## src/rtl/logic_unit_pkg.sv

```systemverilog
// Shared types for the streaming logic unit: opcode encoding, the flag half
// of a result FIFO entry, and the FIFO occupancy states.
package logic_unit_pkg;

    typedef enum logic [2:0] {
        OP_AND  = 3'b000,
        OP_OR   = 3'b001,
        OP_XOR  = 3'b010,
        OP_NOT  = 3'b011,
        OP_NOR  = 3'b100,
        OP_NAND = 3'b101,
        OP_XNOR = 3'b110,
        OP_RSVD = 3'b111
    } op_e;

    // A FIFO entry is packed as {err, zero, result}; the result width is a
    // module parameter, so only the fixed-width flag part is a struct here.
    typedef struct packed {
        logic err;
        logic zero;
    } entry_flags_t;

    localparam int FLAG_W = 2;

    typedef enum logic [1:0] {
        FIFO_EMPTY   = 2'b00,
        FIFO_PARTIAL = 2'b01,
        FIFO_FULL    = 2'b10
    } fifo_state_e;

endpackage

```

## src/rtl/logic_result_fifo.sv

```systemverilog
// Result FIFO for logic_unit_stream: storage, wrapping pointers, occupancy
// count and an EMPTY/PARTIAL/FULL state machine that tracks the count.
// Storage is not reset; the top gates head data with out_valid.
module logic_result_fifo
    import logic_unit_pkg::*;
#(
    parameter int WIDTH = 8,
    parameter int DEPTH = 4
)
(
    input  logic                          clk,
    input  logic                          reset,
    input  logic                          push,
    input  logic                          pop,
    input  logic [WIDTH+FLAG_W-1:0]       wr_data,
    output logic [WIDTH+FLAG_W-1:0]       rd_data,
    output logic [$clog2(DEPTH):0]        count
);

    localparam int PW = $clog2(DEPTH);
    localparam int CW = PW + 1;
    localparam logic [CW-1:0] DEPTH_C = CW'(DEPTH);
    localparam logic [CW-1:0] ONE_C   = CW'(1);

    logic [WIDTH+FLAG_W-1:0] mem [DEPTH];
    logic [PW-1:0]           wr_ptr;
    logic [PW-1:0]           rd_ptr;
    fifo_state_e             state;
    fifo_state_e             state_next;
    logic [CW-1:0]           count_next;
    logic                    do_push;
    logic                    do_pop;

    // Push is refused when full, pop is refused when empty.
    always_comb begin
        do_push    = push && (state != FIFO_FULL);
        do_pop     = pop && (state != FIFO_EMPTY);
        count_next = count;
        state_next = state;
        case ({do_push, do_pop})
            2'b10:   count_next = count + 1'b1;
            2'b01:   count_next = count - 1'b1;
            default: count_next = count;
        endcase
        case (state)
            FIFO_EMPTY: begin
                if (do_push)
                    state_next = FIFO_PARTIAL;
            end
            FIFO_PARTIAL: begin
                if (do_push && !do_pop && (count == DEPTH_C - ONE_C))
                    state_next = FIFO_FULL;
                else if (do_pop && !do_push && (count == ONE_C))
                    state_next = FIFO_EMPTY;
            end
            FIFO_FULL: begin
                if (do_pop)
                    state_next = FIFO_PARTIAL;
            end
            default: state_next = FIFO_EMPTY;
        endcase
    end

    // Control state: pointers wrap naturally at DEPTH (power of two).
    always_ff @(posedge clk) begin
        if (reset) begin
            wr_ptr <= '0;
            rd_ptr <= '0;
            count  <= '0;
            state  <= FIFO_EMPTY;
        end else begin
            if (do_push)
                wr_ptr <= wr_ptr + 1'b1;
            if (do_pop)
                rd_ptr <= rd_ptr + 1'b1;
            count <= count_next;
            state <= state_next;
        end
    end

    // Entry storage, written at the tail on every accepted push.
    always_ff @(posedge clk) begin
        if (do_push)
            mem[wr_ptr] <= wr_data;
    end

    assign rd_data = mem[rd_ptr];

endmodule

```

## src/rtl/logic_unit_stream.sv

```systemverilog
// Streaming bitwise logic unit: one opcode + operand pair per input
// handshake, result and flags queued in logic_result_fifo and drained
// through the output handshake.
// Optional feature macro: LOGIC_ACC_EN adds in_acc_sel and an accumulator
// that can stand in for operand a and loads every accepted result.
module logic_unit_stream
    import logic_unit_pkg::*;
#(
    parameter int WIDTH = 8,
    parameter int DEPTH = 4
)
(
    input  logic                   clk,
    input  logic                   reset,
    input  logic                   in_valid,
    output logic                   in_ready,
    input  logic [2:0]             in_op,
    input  logic [WIDTH-1:0]       in_a,
    input  logic [WIDTH-1:0]       in_b,
`ifdef LOGIC_ACC_EN
    input  logic                   in_acc_sel,
`endif
    output logic                   out_valid,
    input  logic                   out_ready,
    output logic [WIDTH-1:0]       out_result,
    output logic                   out_zero,
    output logic                   out_err,
    output logic [$clog2(DEPTH):0] count
);

    localparam int CW = $clog2(DEPTH) + 1;
    localparam logic [CW-1:0] DEPTH_C = CW'(DEPTH);

    function automatic logic [WIDTH-1:0] calc_result(
        input op_e              op,
        input logic [WIDTH-1:0] a,
        input logic [WIDTH-1:0] b
    );
        case (op)
            OP_AND:  calc_result = a & b;
            OP_OR:   calc_result = a | b;
            OP_XOR:  calc_result = a ^ b;
            OP_NOT:  calc_result = ~a;
            OP_NOR:  calc_result = ~(a | b);
            OP_NAND: calc_result = ~(a & b);
            OP_XNOR: calc_result = ~(a ^ b);
            default: calc_result = '0;
        endcase
    endfunction

    logic                    vld_p0;
    logic [WIDTH-1:0]        opa_p0;
    logic [WIDTH-1:0]        res_p0;
    entry_flags_t            flags_p0;
    logic [WIDTH+FLAG_W-1:0] head_data;
    entry_flags_t            head_flags;
    logic                    pop;

`ifdef LOGIC_ACC_EN
    logic [WIDTH-1:0]        acc;
`endif

    // ---- stage p0: accept, operand select, compute and flag ----
    always_comb begin
        in_ready = !reset && (count < DEPTH_C);
        vld_p0   = in_valid && in_ready;
`ifdef LOGIC_ACC_EN
        opa_p0   = in_acc_sel ? acc : in_a;
`else
        opa_p0   = in_a;
`endif
        res_p0        = calc_result(op_e'(in_op), opa_p0, in_b);
        flags_p0.err  = (in_op == OP_RSVD);
        flags_p0.zero = (res_p0 == '0);
    end

`ifdef LOGIC_ACC_EN
    // Accumulator follows every enqueued result, reserved opcodes included.
    always_ff @(posedge clk) begin
        if (reset)
            acc <= '0;
        else if (vld_p0)
            acc <= res_p0;
    end
`endif

    // ---- FIFO boundary: entries become visible at the head after the push edge ----
    logic_result_fifo #(
        .WIDTH (WIDTH),
        .DEPTH (DEPTH)
    ) u_fifo (
        .clk     (clk),
        .reset   (reset),
        .push    (vld_p0),
        .pop     (pop),
        .wr_data ({flags_p0, res_p0}),
        .rd_data (head_data),
        .count   (count)
    );

    // Head outputs are forced to zero when the FIFO holds nothing.
    always_comb begin
        out_valid  = (count != '0);
        pop        = out_valid && out_ready;
        head_flags = entry_flags_t'(head_data[WIDTH+FLAG_W-1:WIDTH]);
        out_result = out_valid ? head_data[WIDTH-1:0] : '0;
        out_zero   = out_valid ? head_flags.zero : 1'b0;
        out_err    = out_valid ? head_flags.err : 1'b0;
    end

endmodule

```

## config.mk

```make
export PLATFORM = sky130hd
export DESIGN_NAME = logic_unit_stream
export DESIGN_NICKNAME = d
export VERILOG_FILES = /design/src/rtl/logic_unit_pkg.sv /design/src/rtl/logic_result_fifo.sv /design/src/rtl/logic_unit_stream.sv
export SDC_FILE = /design/constraint.sdc
export NUM_CORES = 1
export LEC_CHECK = 0
export ABC_AREA = 1
export CAP_MARGIN = 20
export CELL_PAD_IN_SITES_DETAIL_PLACEMENT = 1
export CELL_PAD_IN_SITES_GLOBAL_PLACEMENT = 1
export CORE_ASPECT_RATIO = 0.7
export CORE_MARGIN = 10
export CORE_UTILIZATION = 45
export CTS_CLUSTER_SIZE = 16
export DETAILED_ROUTE_END_ITERATION = 10
export GPL_ROUTABILITY_DRIVEN = 0
export PLACE_DENSITY = 0.9
export SYNTH_ARGS = -nofsm -noshare
export SYNTH_HDL_FRONTEND = slang
export SYNTH_SLANG_ARGS = --single-unit
```

## constraint.sdc

```tcl
create_clock -name clk -period 3.1 [get_ports clk]
set_input_delay 0.31 -clock clk [delete_from_list [all_inputs] [get_ports clk]]
set_output_delay 0.31 -clock clk [all_outputs]
set_load 0.1 [all_outputs]
```

==> results of run 1 <==
[per-stage QoR]
| stage | hold slack (ns) | cell area [um2] | power, mW |
|---|---|---|---|
| CTS | 0.501 | 3670 | 1.89 |
| finish | 0.499 | 3670 | 1.89 |
| detailed placement | 0.476 | 3590 | 1.52 |
| global route | 0.527 | 3670 | 1.97 |
| floorplan | 0.379 | 3160 | 1.34 |
| global placement | 0.473 | 3590 | 1.49 |
[cells in the mapped netlist (2+ instances only)]
cell type,count,area share [%]
ha_1,27,11
buf_4,3,0.74
edfxtp_1,40,40
nand4_1,20,4.1
dfxtp_1,11,7.2
a21oi_1,19,3.1
nand3_1,25,4.1
buf_6,2,0.74
clkinv_1,2,0.25
nand2_1,33,4.1
buf_2,3,0.49
clkbuf_1,5,0.62
o21ai_0,35,5.8
inv_2,2,0.25
inv_1,46,5.7
nor2_1,83,10
xor2_1,2,0.58
[path summary, 6_finish.rpt]
kind	start	cells after the start	end
setup reg to reg	u_fifo.count[0]$_SDFFE_PP0P_	10	u_fifo.count[0]$_SDFFE_PP0P_
hold / removal	u_fifo.count[0]$_SDFFE_PP0P_	1	u_fifo.count[0]$_SDFFE_PP0P_
setup / recovery	flop	5	out_result[0]
hold reg to reg	u_fifo.count[0]$_SDFFE_PP0P_	1	u_fifo.count[0]$_SDFFE_PP0P_
[cell type report]
cell class                      instances  area, um2
Tap cell                               91        114
Clock inverter                          2       13.8
Multi-Input combinational cell        248       1460
Timing Repair Buffer                   45        398
Sequential cell                        51       1420
Inverter                               50        189
Clock buffer                            6       72.6
Fill cell                             789       2720
[kinds of logic after synthesis]
kind of cell	Yosys count	share of synthesized area, %
xor gates and xnor gates	2	0.577
DFF	51	46.8
AOI/OAI and AO/OA	56	9.31
buffers and inverters	64	8.94
and+or+nand+nor	163	23.3
adders and majority gates	27	11.1
[where the power goes]
| part | internal, mW | switching, mW |
|---|---|---|
| clock network | 0.160 | 0.220 |
| registers | 0.778 | 0.0186 |
| logic | 0.175 | 0.533 |
| total | 1.11 | 0.772 |
[state kept, by name, summed over array words and instances (netlist names), named ones only]
signal         cells
u_fifo.wr_ptr      2
u_fifo.rd_ptr      2
u_fifo.mem        40
u_fifo.state       2
u_fifo.count       3
[worst max-delay path: stages (launching register included)]
cell and delay (ns):
dfxtp_1 0.61, clkinv_1 0.41, nor2_1 0.20, o21ai_0 0.17, a21oi_4 0.20, buf_4 0.32
[per-layer routing]
metal | vias to the layer above | track usage (%)
met5 | - | 0
met4 | 0 | 1.90
met3 | 2 | 2.93
met2 | 48 | 28.7
met1 | 1288 | 20.9
li1 | 1278 | -
==> flow_metrics.tcl, run 1 <==
set metrics [dict create \
    start_util_pct 47.5 \
    cts_setup_buffers 0 \
    cp-end-kind "output pin" \
    antenna_found_initial 0 \
    pre_cts_ws_ns 0.592 \
    cts.sinks 51 \
    ir_drop_mv 0.330 \
    grt_pass1_wl_um 13900 \
    grt_overflow_total 0 \
    area_growth_syn_to_layout_pct 20.9 \
    rsz0062_at_grt "no" \
    highest_layer "met4" \
    critPathMaxFanout 11 \
    std_cell_rows 24 \
    tightestPinTransition_ns 0.987 \
    viasPerCell 5.31 \
    ant_nets 0 \
    ys_ff_latch 51 \
    layout_commonest_cell "nor2_1" \
    syn_area_per_cell_um2 8.37 \
    die-area_um2 10500 \
    p_per_area_nw_per_um2 513 \
    syn-num-nets 413 \
    status "completed" \
    core_area_um2 6400 \
    dr.pass1.iters 4 \
    syn_area_um2 3040 \
    cts_inserted_buffers 5 \
    p_leak_nw 1.58 \
    met3_length_um 363 \
    async_flop_share_pct 0 \
    start_kind "flop" \
    grt_pass1_vias 2726 \
    setup_viol 0 \
    htree_levels 2 \
    synth_cell_types 22 \
    drc_errors 0 \
    timing.final.ws_setup_ns 0.580 \
    synth_edf_count 40 \
    ys_warn_count 0 \
    timing_worst_setup_path_type "reg -> out" \
    wl_met2_um 4280 \
    ios 38 \
    wirelength_met1_um 3970 \
    critPathArrivalTime_ns 2.21 \
    cap_violations 0 \
    hold_viol 0 \
    layout_common_cells "82 x nor2_1, 46 x inv_1, 40 x edfxtp_1, 35 x o21ai_0, 32 x nand2_1" \
    hpwlAfterDp_um 6610 \
    fin_nets 451 \
    r2r_setup_slack_ns 1.08 \
    tritoncts "yes" \
    hold_path.class "reg -> reg" \
    report.final.slew_viol_count 0 \
    clkLatencyLatePin_ns 0.31 \
    finish.utilization_pct 57.4 \
    ys_seq_area_share_pct 46.8 \
    wire_per_inst_um 17.5 \
    num_vias 2616 \
    finalClockSkew_ns 0.0161 \
    drive_above_1_share_pct 11.7 \
    grt_use_total_pct 16.2 \
    relSlewSlack_pct 34.0 \
    instances_no_fill 493 \
    clockBufferDepth 2 \
    drt_first_iter_violations 167 \
    port_buffers 37 \
    die_x_um 118 \
    netlist_instances 363 \
    fin_tns_setup_ns 0 \
    post_cts_resized 0 \
    place_inst 485 \
    cts_hold_buffers 0 \
    worstPathRequired_ns 2.79 \
    fin_crit_sh_pct 81.3 \
    fin_crit_ns 2.52 \
    path_clk_slew_ns 0.09 \
    grt_max_degree 24 \
    diodes 0 \
    wl_um 8630 \
    die_h_um 88.7 \
    root_buffer "clkbuf_8" \
    synth_top_flop_cell "edfxtp_1" \
    fmax_ghz 0.397 \
]
No activity file was read; power rests on OpenSTA's default activity.
==> inputs of run 2 (changes only) <==
- CORE_UTILIZATION: 45 -> 38
- PLACE_DENSITY: 0.9 -> 0.82
- clock period: 3.1 -> 2 ns (I/O delays scaled with it)
==> run 2 against run 1 <==
Effect of this change:
- register-to-register slack worse by 0.88 ns
- sequential cell count unchanged
- critical path depth decreased by 1
- die area rose by 15%
- routed wire length up 3.5%
- critical path type unchanged
==> flow_metrics.tcl, run 2 (synthesis gave the netlist of run 1 again) <==
set metrics [dict create \
    timing_worst_setup_path_type "reg -> out" \
    postLayoutCellArea_um2 4100 \
    finalPower_mw 3.39 \
    crit_buf_inv 2 \
    port_buffers 37 \
    die_h_um 94.8 \
    crit_chain "clkinvlp_4 > o21ai_0 > a21oi_4 > buf_12" \
    cts_inserted_buffers 5 \
    diodes 0 \
    p_leak_nw 1.72 \
    finalClockSkew_ns 0.00477 \
    grt_overflow_total 0 \
    num_vias 2687 \
    path_clk_slew_ns 0.06 \
    std_cell_rows 27 \
    die-area_um2 12000 \
    fmax_ghz 0.508 \
    start_kind "flop" \
    hold_path.class "reg -> reg" \
    slowest_delay_ns 0.43 \
    wire_per_inst_um 17.2 \
    grt_pass1_vias 2899 \
    rsz0062_at_grt "yes" \
    wl_um 8940 \
    htree_levels 2 \
    worstPathRequired_ns 1.80 \
    ant_nets 0 \
    drt_first_iter_violations 167 \
    setup_viol 0 \
    area_growth_syn_to_layout_pct 35.0 \
    core_area_um2 7840 \
    dpl_cell_area_um2 3900 \
    r2r_setup_slack_ns 0.20 \
    ir_drop_mv 0.448 \
    clockBufferDepth 2 \
    fin_tns_setup_ns 0 \
    report.final.slew_viol_count 0 \
    tightestPinTransition_ns 0.424 \
    drc_errors 0 \
    critPathArrivalTime_ns 1.77 \
    p_per_area_nw_per_um2 827 \
    critPathSlowestCell "o21ai_0" \
    crit_family "compound AO/OA/AOI/OAI gates" \
    fin_nets 466 \
    layout_common_cells "75 x nor2_1, 42 x inv_1, 40 x edfxtp_1, 32 x nand2_1, 30 x o21ai_0" \
    cts.sinks 51 \
    cts_hold_buffers 0 \
    top_register "u_fifo.mem" \
    antenna_found_initial 0 \
    ios 38 \
    dr.pass1.iters 4 \
    viasPerCell 5.19 \
    top_regs "u_fifo.mem: 40 flops, u_fifo.count: 3 flops" \
    critPathMaxFanout 20 \
    status "completed" \
    drive_above_1_share_pct 18.7 \
    cap_violations 0 \
    place_inst 507 \
    instances_no_fill 518 \
    clkLatencyLatePin_ns 0.28 \
    hold_depth 1 \
    ff2ff_path_depth 10 \
    tritoncts "yes" \
    grt_pass1_wl_um 14300 \
    fin_crit_sh_pct 98.4 \
    hpwlAfterDp_um 6750 \
    cp-end-kind "output pin" \
    grt_use_total_pct 14.6 \
    hold_viol 0 \
    die_x_um 127 \
    grt_max_degree 21 \
    start_util_pct 38.8 \
    cp_num_cells 4 \
    layout_commonest_cell "nor2_1" \
    root_buffer "clkbuf_16" \
    relSlewSlack_pct 71.6 \
    fin_crit_ns 1.97 \
    largest_register_ffs 40 \
]
## run 2: cell count changes in the layout (fill, tap and decap cells not counted), moves of 3 or more
cell | previous run | this run
inv_1 | 46 | 42
buf_12 | 0 | 12
o21ai_0 | 35 | 30
nor2_2 | 1 | 6
clkbuf_16 | 0 | 5
clkbuf_8 | 5 | 0
clkinvlp_4 | 0 | 3
nor2_1 | 82 | 75
dfxtp_4 | 0 | 3
buf_4 | 21 | 25
o21ai_1 | 1 | 6
## run 2: worst register-to-register path, delay by kind of cell (launching register included)
kind / cells / cell delay (ns)
buffers and inverters: 3 / 0.30
adders and majority gates: 2 / 0.51
DFF: 1 / 0.39
and+or+nand+nor: 3 / 0.30
AOI/OAI and AO/OA: 2 / 0.23
## run 2: through the flow
| step | utilization, % | hold slack [ns] | setup WS (ns) |
|---|---|---|---|
| after global routing | 52.3 | 0.500 | -0.0870 |
| after CTS | 51.7 | 0.487 | 0.00527 |
| final | 52.3 | 0.488 | 0.0316 |
| after floorplan | - | 0.269 | 0.0214 |
| after detailed placement | 49.8 | 0.476 | -0.455 |
| after global placement | 49.8 | 0.467 | -0.254 |
## run 2: layer usage
metal / wire length, um / global-route usage (%) / vias to the layer above
met5: 0 / 0 / -
met2: 4570 / 25.3 / 42
li1: - / - / 1316
met3: 190 / 2.74 / 6
met1: 4080 / 18.0 / 1323
met4: 91 / 4.82 / 0
## run 2: final timing paths
kind,startpoint,endpoint
setup / recovery,flop,out_result[1]
hold / removal,u_fifo.count[0]$_SDFFE_PP0P_,u_fifo.count[0]$_SDFFE_PP0P_
setup reg to reg,u_fifo.count[0]$_SDFFE_PP0P_,u_fifo.count[2]$_SDFFE_PP0P_
hold reg to reg,u_fifo.count[0]$_SDFFE_PP0P_,u_fifo.count[0]$_SDFFE_PP0P_
## run 2: cell type report
type	instances	area, um2
clock inverter	2	12.5
multi-input combinational	248	1540
tap	101	126
inverter	50	200
sequential	51	1430
timing repair buffer	60	663
clock buffer	6	129
fill	921	3740
## run 2: timing repair
item,in CTS,in global routing
gates resized for setup,5,8
setup buffers,0,3
endpoints found under the setup margin,9,13
pin swaps,0,1
hold endpoints to repair,0,0
## run 2: where the power goes
| group | total [mW] | internal, mW | switching (mW) | leakage, nW |
|---|---|---|---|---|
| Clock | 0.820 | 0.462 | 0.358 | 0.0669 |
| Combinational | 1.33 | 0.446 | 0.885 | 1.20 |
| Sequential | 1.24 | 1.21 | 0.0315 | 0.461 |
| Total | 3.39 | 2.12 | 1.27 | 1.72 |
==> inputs of run 3 (changes only) <==
- HOLD_SLACK_MARGIN: unset -> 0.03
==> results of run 3 <==
Same layout as run 2: the final DEF is identical, and so are final timing and power.
